--- config.mk ---
export PLATFORM = sky130hd
export DESIGN_NAME = pic_rw_control
export DESIGN_NICKNAME = d
export VERILOG_FILES = /design/src/rtl/pic_rw_control.sv
export SDC_FILE = /design/constraint.sdc
export NUM_CORES = 1
export LEC_CHECK = 0
export ABC_AREA = 0
export CAP_MARGIN = 40
export CELL_PAD_IN_SITES_DETAIL_PLACEMENT = 0
export CELL_PAD_IN_SITES_GLOBAL_PLACEMENT = 1
export CORE_MARGIN = 5
export CORE_UTILIZATION = 35
export CTS_CLUSTER_DIAMETER = 100
export DETAILED_ROUTE_END_ITERATION = 7
export PLACE_DENSITY = 0.87
export RECOVER_POWER = 100
export SKIP_CTS_REPAIR_TIMING = 1
export SLEW_MARGIN = 15
export SYNTH_ARGS = -nofsm -noshare
export SYNTH_HDL_FRONTEND = slang
export SYNTH_SLANG_ARGS = --single-unit
--- constraint.sdc ---
create_clock -name clk -period 2.2 [get_ports clk]
set_clock_uncertainty 0.2 [all_clocks]
set_input_delay 0.44 -clock clk [delete_from_list [all_inputs] [get_ports clk]]
set_output_delay 0.44 -clock clk [all_outputs]
set_load 0.02 [all_outputs]
--- src/rtl/pic_rw_control.sv ---
// pic_rw_control: read/write control and initialization sequencer for the PIC CPU interface.
//
// Synchronizes the CPU bus strobes, drives the data-bus buffer RD/WR flags, decodes committed
// writes into ICW1-ICW4 / OCW1-OCW3, holds the initialization configuration and selects the
// register returned on reads.
//
// Ports:
//   clk, reset_n        system clock, asynchronous active-low reset
//   CS_n, RD_n, WR_n    CPU chip select / read / write strobes (active low)
//   A0, Ds_IN           CPU address bit 0 and write data
//   RD_flag, WR_flag    registered read / write enables to the data-bus buffer
//   icw_wr, ocw_wr      one-cycle commit strobes, bit n = ICW(n+1) / OCW(n+1)
//   wr_data             data of the last committed write
//   icw1_reg, vector_base, icw3_reg, icw4_reg, imr   stored configuration words
//   rd_sel              read source: 00 IRR, 01 ISR, 10 IMR, 11 poll
//   init_done           initialization sequence complete

module pic_rw_control #(
    parameter int unsigned SYNC_STAGES = 2
) (
    input  logic       clk,
    input  logic       reset_n,
    input  logic       CS_n,
    input  logic       RD_n,
    input  logic       WR_n,
    input  logic       A0,
    input  logic [7:0] Ds_IN,
    output logic       RD_flag,
    output logic       WR_flag,
    output logic [3:0] icw_wr,
    output logic [2:0] ocw_wr,
    output logic [7:0] wr_data,
    output logic [7:0] icw1_reg,
    output logic [4:0] vector_base,
    output logic [7:0] icw3_reg,
    output logic [7:0] icw4_reg,
    output logic [7:0] imr,
    output logic [1:0] rd_sel,
    output logic       init_done
);

    typedef enum logic [2:0] {
        StUninit,
        StWaitIcw2,
        StWaitIcw3,
        StWaitIcw4,
        StReady
    } state_t;

    // Synchronizer chains; the last stage is the usable copy.
    logic [SYNC_STAGES-1:0] cs_sync;
    logic [SYNC_STAGES-1:0] rd_sync;
    logic [SYNC_STAGES-1:0] wr_sync;
    logic [SYNC_STAGES-1:0] a0_sync;

    logic cs_s, rd_s, wr_s, a0_s;
    logic wr_act, rd_act;
    logic commit, rd_end;

    state_t     state;
    logic       hold_a0;
    logic [7:0] hold_data;
    logic       poll;
    logic [1:0] sel_q;

    always_ff @(posedge clk or negedge reset_n) begin
        if (!reset_n) begin
            cs_sync <= '1;
            rd_sync <= '1;
            wr_sync <= '1;
            a0_sync <= '0;
        end else begin
            cs_sync[0] <= CS_n;
            rd_sync[0] <= RD_n;
            wr_sync[0] <= WR_n;
            a0_sync[0] <= A0;
            for (int unsigned i = 1; i < SYNC_STAGES; i++) begin
                cs_sync[i] <= cs_sync[i-1];
                rd_sync[i] <= rd_sync[i-1];
                wr_sync[i] <= wr_sync[i-1];
                a0_sync[i] <= a0_sync[i-1];
            end
        end
    end

    assign cs_s = cs_sync[SYNC_STAGES-1];
    assign rd_s = rd_sync[SYNC_STAGES-1];
    assign wr_s = wr_sync[SYNC_STAGES-1];
    assign a0_s = a0_sync[SYNC_STAGES-1];

    // RD and WR low together qualifies neither.
    assign wr_act = ~cs_s & ~wr_s & rd_s;
    assign rd_act = ~cs_s & ~rd_s & wr_s;

    // WR_flag/RD_flag are the registered activity, so they double as the edge-detect history.
    assign commit = WR_flag & ~wr_act;
    assign rd_end = RD_flag & ~rd_act;

    always_ff @(posedge clk or negedge reset_n) begin
        if (!reset_n) begin
            state       <= StUninit;
            RD_flag     <= 1'b0;
            WR_flag     <= 1'b0;
            hold_a0     <= 1'b0;
            hold_data   <= 8'h00;
            icw_wr      <= 4'b0000;
            ocw_wr      <= 3'b000;
            wr_data     <= 8'h00;
            icw1_reg    <= 8'h00;
            vector_base <= 5'h00;
            icw3_reg    <= 8'h00;
            icw4_reg    <= 8'h00;
            imr         <= 8'h00;
            poll        <= 1'b0;
            sel_q       <= 2'b00;
            init_done   <= 1'b0;
        end else begin
            RD_flag <= rd_act;
            WR_flag <= wr_act;
            icw_wr  <= 4'b0000;
            ocw_wr  <= 3'b000;

            if (wr_act) begin
                hold_a0   <= a0_s;
                hold_data <= Ds_IN;
            end

            // Poll mode lasts for exactly one read; a later OCW3 in this cycle may re-arm it.
            if (rd_end) begin
                poll <= 1'b0;
            end

            if (commit) begin
                if (!hold_a0 && hold_data[4]) begin
                    // ICW1 restarts initialization from any state.
                    icw_wr    <= 4'b0001;
                    wr_data   <= hold_data;
                    icw1_reg  <= hold_data;
                    imr       <= 8'h00;
                    sel_q     <= 2'b00;
                    poll      <= 1'b0;
                    init_done <= 1'b0;
                    if (!hold_data[0]) begin
                        icw4_reg <= 8'h00;
                    end
                    state <= StWaitIcw2;
                end else if (hold_a0) begin
                    case (state)
                        StWaitIcw2: begin
                            icw_wr      <= 4'b0010;
                            wr_data     <= hold_data;
                            vector_base <= hold_data[7:3];
                            if (!icw1_reg[1]) begin
                                state <= StWaitIcw3;
                            end else if (icw1_reg[0]) begin
                                state <= StWaitIcw4;
                            end else begin
                                state     <= StReady;
                                init_done <= 1'b1;
                            end
                        end
                        StWaitIcw3: begin
                            icw_wr   <= 4'b0100;
                            wr_data  <= hold_data;
                            icw3_reg <= hold_data;
                            if (icw1_reg[0]) begin
                                state <= StWaitIcw4;
                            end else begin
                                state     <= StReady;
                                init_done <= 1'b1;
                            end
                        end
                        StWaitIcw4: begin
                            icw_wr    <= 4'b1000;
                            wr_data   <= hold_data;
                            icw4_reg  <= hold_data;
                            state     <= StReady;
                            init_done <= 1'b1;
                        end
                        StReady: begin
                            ocw_wr  <= 3'b001;
                            wr_data <= hold_data;
                            imr     <= hold_data;
                        end
                        default: ;
                    endcase
                end else if (state == StReady) begin
                    wr_data <= hold_data;
                    if (hold_data[3]) begin
                        ocw_wr <= 3'b100;
                        if (hold_data[2]) begin
                            poll <= 1'b1;
                        end
                        if (hold_data[1]) begin
                            sel_q <= {1'b0, hold_data[0]};
                        end
                    end else begin
                        ocw_wr <= 3'b010;
                    end
                end
            end
        end
    end

    // A0=1 reads always return the mask; poll overrides everything.
    always_comb begin
        rd_sel = sel_q;
        if (poll) begin
            rd_sel = 2'b11;
        end else if (a0_s) begin
            rd_sel = 2'b10;
        end
    end

endmodule

Yosys cells after proc, flatten, opt, wreduce, memory -nomap -nowiden:

Index checks and enable logic that the tools add are counted.

* input port bits: 14
* output and inout port bits: 57
* memories kept: 0
* RAM bits: 0
* ROM bits: 0
* register bits after elaboration: 78
* latch bits: 0

* reductions and logical operators: 19
* $lt $le $gt $ge: 0
* equality and inequality tests: 8
* bitwise gates (word level): 12
* multiply operators: 0
* div/mod/pow operators: 0
* shift operators: 0
* add/subtract/negate cells: 0
* multiplexer cells: 44

Operators with widths (number)
* $mux W8: 10
* $mux W3: 9
* $reduce_and A4 Y1: 4
* $mux W2: 7
* $mux W1: 12
* $mux W4: 3
* $pmux W4 S3: 1
* $reduce_bool A2 Y1: 5
* $pmux W3 S3: 1
* $reduce_and A3 Y1: 3
* $and A1 B1 Y1: 6
* $eq A3 B2 Y1 const B: 2
* $not A1 Y1: 6
* $reduce_and A5 Y1: 1
* $reduce_bool A4 Y1: 1
* $reduce_or A4 Y1: 1
* $eq A3 B1 Y1 const B: 1
* $eq A3 B3 Y1 const B: 1
* $ne A3 B2 Y1 const B: 1
* $ne A3 B3 Y1 const B: 1
* $pmux W1 S3: 1
* $reduce_bool A3 Y1: 1
* $ne A2 B1 Y1 const B: 1
* $ne A2 B2 Y1 const B: 1
* 3 further kinds: 3

Longest topological paths before layout:

Gate-level depths: netlist of the first run.

* word-level depth: 12
* mapped depth: 7
* depth with buffers taken out: 5

Worst setup path before layout of the first run:

OpenSTA, ideal clock, no wires.

* path kind: register to register
* start: reg cs_sync[1]
* end: reg icw3_reg[0]
* required time: 1.875 ns
* arrival time: 1.836 ns
* library setup time: 0.125 ns
* setup slack: 0.039 ns
* stages on the path, launching flop included: 8
* path through: dfstp_2 > or3b_1 > buf_2 > inv_2 > or3_4 > nor3b_1 > buf_4 > mux2_2

* longest elaborated chain between the ends: 6

RTL lines
* start: declaration: line 51 `logic [SYNC_STAGES-1:0] cs_sync;`
* start signal: indexed assignment: line 78 `cs_sync[i] <= cs_sync[i-1];`
* $not A1 Y1: line 92 `assign wr_act = ~cs_s & ~wr_s & rd_s;`
* $and A1 B1 Y1 (2 in a row): line 92
* $not A1 Y1: line 96 `assign commit = WR_flag & ~wr_act;`
* $and A1 B1 Y1: line 96
* $reduce_and A4 Y1 (no line)
* end signal: assignment: line 165 `icw3_reg <= hold_data;`
* end: declaration: line 35 `output logic [7:0] icw3_reg,`

No other way between the ends.
A chain may end at the register's enable or synchronous reset.

Worst setup path in the final report of the first run:

* start: reg cs_sync[1]
* end: reg icw3_reg[5]

The elaborated chain is that of the path after synthesis.

==> results.toml, run 1 <==
[die]
pin_count = 71
chipHeight_um = 103
rows = 34
start_util_pct = 35.4
core-area_um2 = 8640
die_w_um = 103
fp.dieArea_um2 = 10700

[yosys]
yosys.area_share.adder_pct = 0
async_flop_share_pct = 100
yosysWarnings = 0
synth_top_area_share_pct = 58.1
syn-num-nets = 269
synth_largest_area_cell = "dfrtp_1"
synthCells = 255
ys_seq_area_share_pct = 63.3
synth_compound_gate_area_share_pct = 7.94
syn_area_um2 = 3060
ys_ff_latch = 77
synth_xor_area_share_pct = 0
synth_edf_count = 0
ys_types = 38
synth_area_leaders = "dfrtp_1 (58%), mux2_2 (9.9%), nand2_1 (6.3%)"
synth_top_flop_cell = "dfrtp_1"
synth_simple_gate_area_share_pct = 15.0
syn_area_per_cell_um2 = 12.0
synth_top_family_by_area = "simple AND/OR/NAND/NOR gates"
synthMuxAreaShare_pct = 10.7

[cells_and_area]
antenna_cells = 0
fillers = 813
final_cells = 453
seqCellArea_um2 = 1930
nets = 354
area_growth_pct = 36.7
multiInputGateArea_um2 = 1050
drive_above_1_share_pct = 21.4

[global_route]
grt_pass1_vias = 2251
grt_start_max_net_pins = 40
grt_pass1_wl_mm = 11.6
grtUsageTotal_pct = 14.7
antenna_found_initial = 0
grt-ovfl-total = 0

[clock_tree]
clockBufferDepth = 2
cts_tree = "built"
clockRootBuffer = "clkbuf_8"
cts_made_buffers = 9
cts.sinks = 77
clkTransAtPathRegs_ns = 0.08
clk_latency_ns = 0.35
h-tree-depth = 3

[timing]
holdWs_ns = 0.142
fmax_ghz = 0.466
setup_tns_ns = 0
rsz0062_at_grt = "yes"
fin_crit_ns = 2.15
tightestPinTransition_ns = 0.687
setup_viol = 0
timing.slew.headroom_pct = 54.2
min_period_over_period_pct = 97.6
drv_slew = 0
finalHoldViolCount = 0

[power]
ir_drop_mv = 0.661
p_leak_nw = 1.93
powerDensity_nw_per_um2 = 1190

[worst_setup_path]
worstPathRequired_ns = 2.23
crit_type = "reg2reg"
cp_max_fo = 9
cp_data_arrival_time_ns = 2.18
critPathCaptureType = "flop"
cp-start-kind = "flop"

[route]
wirelength_mm = 7.25
ant_nets = 0
vias_per_cell = 4.84
vias = 2194
drt-initial-drc-count = 115
drt_pass1_iterations = 4
drc = 0
wl_per_cell_um = 16.0

[hold_path]
min_path_type = "reg2reg"

[placed_design]
dp.cells = 436
hpwl_mm = 5.23
io_buffers = 70
place_congestion = 0.869

[run_status]
status = "finished, final reports clean"

[run]
drv_cap = 0
cells in the mapped netlist (all sizes together), types with 2 or more instances:
cell type	count
o211ai	2
dfstp	6
inv	7
nand3	9
or3b	2
nor2	5
nand2	51
a21oi	5
dfrtp	71
a211oi	2
nor2b	5
a32oi	7
buf	8
or2	2
clkbuf	7
nor3b	5
nand2b	3
mux2	29
o21ai	16
power breakdown:
part / internal [mW] / switching, mW
logic: 0.822 / 0.899
registers: 1.81 / 0.304
clock network: 0.637 / 0.514
total: 3.27 / 1.72
routing by layer:
metal	part of all wire, %	wire length [um]	global-route usage (%)	vias up
met3	5.1	372	3.29	14
met1	44	3200	20.2	1075
met2	48	3500	22.0	62
met5	0	0	0	-
met4	2.6	188	7.37	0
li1	-	-	-	1043
logic make-up after synthesis:
family / Yosys count
AND/OR/NAND/NOR: 90
flip-flops: 77
AO/OA/AOI/OAI: 37
multiplexers: 29
buffers and inverters: 22
worst paths after layout:
kind | start | endpoint | slack (ns) | cells past startpoint
max | cs_sync[1] | icw3_reg[5] | 0.05 | 6
min | a0_sync[0] | a0_sync[1] | 0.14 | 0
max reg2reg | cs_sync[1] | icw3_reg[5] | 0.05 | 6
min reg2reg | a0_sync[0] | a0_sync[1] | 0.14 | 0
max in group asynchronous | reset_n | icw_wr[2] | 0.32 | 3
min in group asynchronous | reset_n | icw1_reg[4] | 0.39 | 2
worst max-delay path, stage by stage (launching register included):
cell and delay (ns):
dfstp_2 0.54, or3b_4 0.14, inv_2 0.04, or3_4 0.40, nor3b_4 0.22, buf_6 0.16, mux2_2 0.33
cell usage in the layout, fill, tap and decap left out, types with 3 or more instances in the layout:
master,instances
a21oi_1,5
a32oi_1,7
buf_4,12
clkbuf_1,6
clkbuf_8,9
clkdlybuf4s50_1,10
clkinvlp_4,3
dfrtp_1,71
dfstp_2,6
dlygate4sd3_1,58
inv_1,6
mux2_2,27
nand2_1,51
nand2b_1,3
nand3_1,9
nor2_1,5
nor2b_1,5
nor3b_1,3
o21ai_0,15
per-stage QoR:
stage               util (%)  cell area (um^2)  worst slack (ns)  power (mW)
global placement        45.9              3960           -0.0892        3.97
detailed placement      46.0              3970           -0.0598        4.02
floorplan                  -              3060            0.0392        3.03
finish                  48.4              4180            0.0534        4.99
CTS                     48.4              4180           -0.0898        5.18
global route            48.4              4180           -0.0278        5.28
cell type report:
class / count / share of cell area (%)
Clock buffer: 10 / 3.05
Clock inverter: 6 / 2.10
Inverter: 7 / 0.629
Multi-Input combinational cell: 156 / 25.1
Sequential cell: 77 / 46.3
Tap cell: 108 / 3.23
Timing Repair Buffer: 89 / 19.6
Note: power is estimated with default switching activity, not from simulation.
==> run 2: changes to the inputs <==
--- a/config.mk
+++ b/config.mk
@@ -13,6 +13,7 @@
 export CORE_UTILIZATION = 35
 export CTS_CLUSTER_DIAMETER = 100
 export DETAILED_ROUTE_END_ITERATION = 7
+export MAX_ROUTING_LAYER = met4
 export PLACE_DENSITY = 0.87
 export RECOVER_POWER = 100
 export SKIP_CTS_REPAIR_TIMING = 1
==> run 2 against run 1 <==
Net effect:
- register-to-register slack hardly changed
- first-iteration DRC count is 21% higher
- setup slack worse by 0.0033 ns
- final area stayed put
- non-clock buffer count stayed put
- via count is 0.32% higher
- largest cell class unchanged
- wire length hardly changed
- critical path type unchanged
- die area stayed put
- total power hardly changed
==> results.toml, run 2 (synthesis gave the netlist of run 1 again) <==
[global_route]
grtUsageTotal_pct = 15.2
grt-ovfl-total = 0
antenna_found_initial = 0
grt_start_max_net_pins = 40
grt_pass1_vias = 2255
grt_pass1_wl_mm = 11.6

[die]
core-area_um2 = 8640
start_util_pct = 35.4
fp.dieArea_um2 = 10700
chipHeight_um = 103
rows = 34
die_w_um = 103
pin_count = 71

[clock_tree]
clk_latency_ns = 0.35
clockRootBuffer = "clkbuf_8"
h-tree-depth = 3
cts.sinks = 77
clkTransAtPathRegs_ns = 0.08
clockBufferDepth = 2
cts_made_buffers = 9
cts_tree = "built"

[hold_path]
min_path_type = "reg2reg"

[power]
p_seq_share_pct = 42.4
pwr-share-comb_pct = 34.5
clockPowerShare_pct = 23.1
p_leak_nw = 1.93
total_power_mw = 4.99
swShare_pct = 34.5
ir_drop_mv = 0.663
p_sw_mw = 1.72
powerDensity_nw_per_um2 = 1190
intPower_mw = 3.27

[cells_and_area]
area_growth_pct = 36.7
final_core_util_pct = 48.4
layout_commonest_cell = "dfrtp_1"
antenna_cells = 0
final_cell_mix = "dfrtp_1 (71), dlygate4sd3_1 (58), nand2_1 (51)"
nets = 354
fin_area_um2 = 4180
drive_above_1_share_pct = 21.4

[placed_design]
hpwl_mm = 5.23
io_buffers = 70
placed_cell_area_um2 = 3970
place_congestion = 0.883

[worst_setup_path]
crit_path_cell_trace = "or3b_4, inv_2, or3_4, nor3b_4, buf_6, mux2_2"
cp_max_fo = 9
slowest_delay_ns = 0.54
path_buf_inv = 2
worstPathRequired_ns = 2.23
crit_family = "simple AND/OR/NAND/NOR gates"
cp_data_arrival_time_ns = 2.18
cp_slowest_cell = "dfstp_2"
critPathCaptureType = "flop"
cp-start-kind = "flop"
crit_type = "reg2reg"

[timing]
setup_tns_ns = 0
drv_slew = 0
timing.slew.headroom_pct = 54.2
fin_crit_ns = 2.15
rsz0062_at_grt = "yes"
setup_viol = 0
finalHoldViolCount = 0
min_period_over_period_pct = 97.7
fmax_ghz = 0.465
tightestPinTransition_ns = 0.688

[route]
wirelength_mm = 7.26
wl_per_cell_um = 16.0
drc = 0
ant_nets = 0
drt_pass1_iterations = 4
vias = 2201
vias_per_cell = 4.86
drt-initial-drc-count = 139

[run_status]
status = "finished, final reports clean"

[run]
drv_cap = 0
-- run 2: cell counts in the layout (fill, tap and decap cells not counted) --
No cell type changed its count.
-- run 2: routing by layer --
metal / share of wire [%] / track usage (%)
met5: 0 / -
met4: 2.5 / 7.37
met3: 4.5 / 3.02
met2: 48 / 21.9
met1: 45 / 20.4
-- run 2: metrics by stage --
step                      hold slack, ns  setup WS [ns]  std cells
after detailed placement          0.0906        -0.0598        436
final                              0.142         0.0501        453
after floorplan                  -0.0556         0.0392        255
after global routing               0.158        -0.0278        453
after CTS                         -0.299        -0.0898        452
after global placement            0.0906        -0.0892        435
-- run 2: worst register-to-register path, cell delays in order (launching register included) --
cell and delay, ns:
dfstp_2 0.54, or3b_4 0.14, inv_2 0.04, or3_4 0.40, nor3b_4 0.22, buf_6 0.17, mux2_2 0.33
-- run 2: path summary, 6_finish.rpt --
check                            from          end  slack, ns  cells after the start
max                        cs_sync[1]  icw3_reg[5]       0.05                      6
min in group asynchronous     reset_n  icw4_reg[1]       0.39                      2
min reg2reg                a0_sync[0]   a0_sync[1]       0.14                      0
max in group asynchronous     reset_n    icw_wr[2]       0.33                      3
max reg2reg                cs_sync[1]  icw3_reg[5]       0.05                      6
min                        a0_sync[0]   a0_sync[1]       0.14                      0
-- run 2: area by class of cell --
type	instances	area, um^2
sequential	77	1930
fill	813	4460
tap	108	135
clock inverter	6	87.6
multi-input combinational	156	1050
timing repair buffer	89	818
inverter	7	26.3
clock buffer	10	128
-- run 2: power groups by stage --
stage	logic (mW)	registers, mW	clock network [mW]
2_1_floorplan	0.557	2.47	0
3_3_place_gp	1.83	2.15	0
3_5_place_dp	1.85	2.17	0
4_1_cts	1.86	2.14	1.18
5_1_grt	1.87	2.18	1.24
6_report	1.72	2.12	1.15
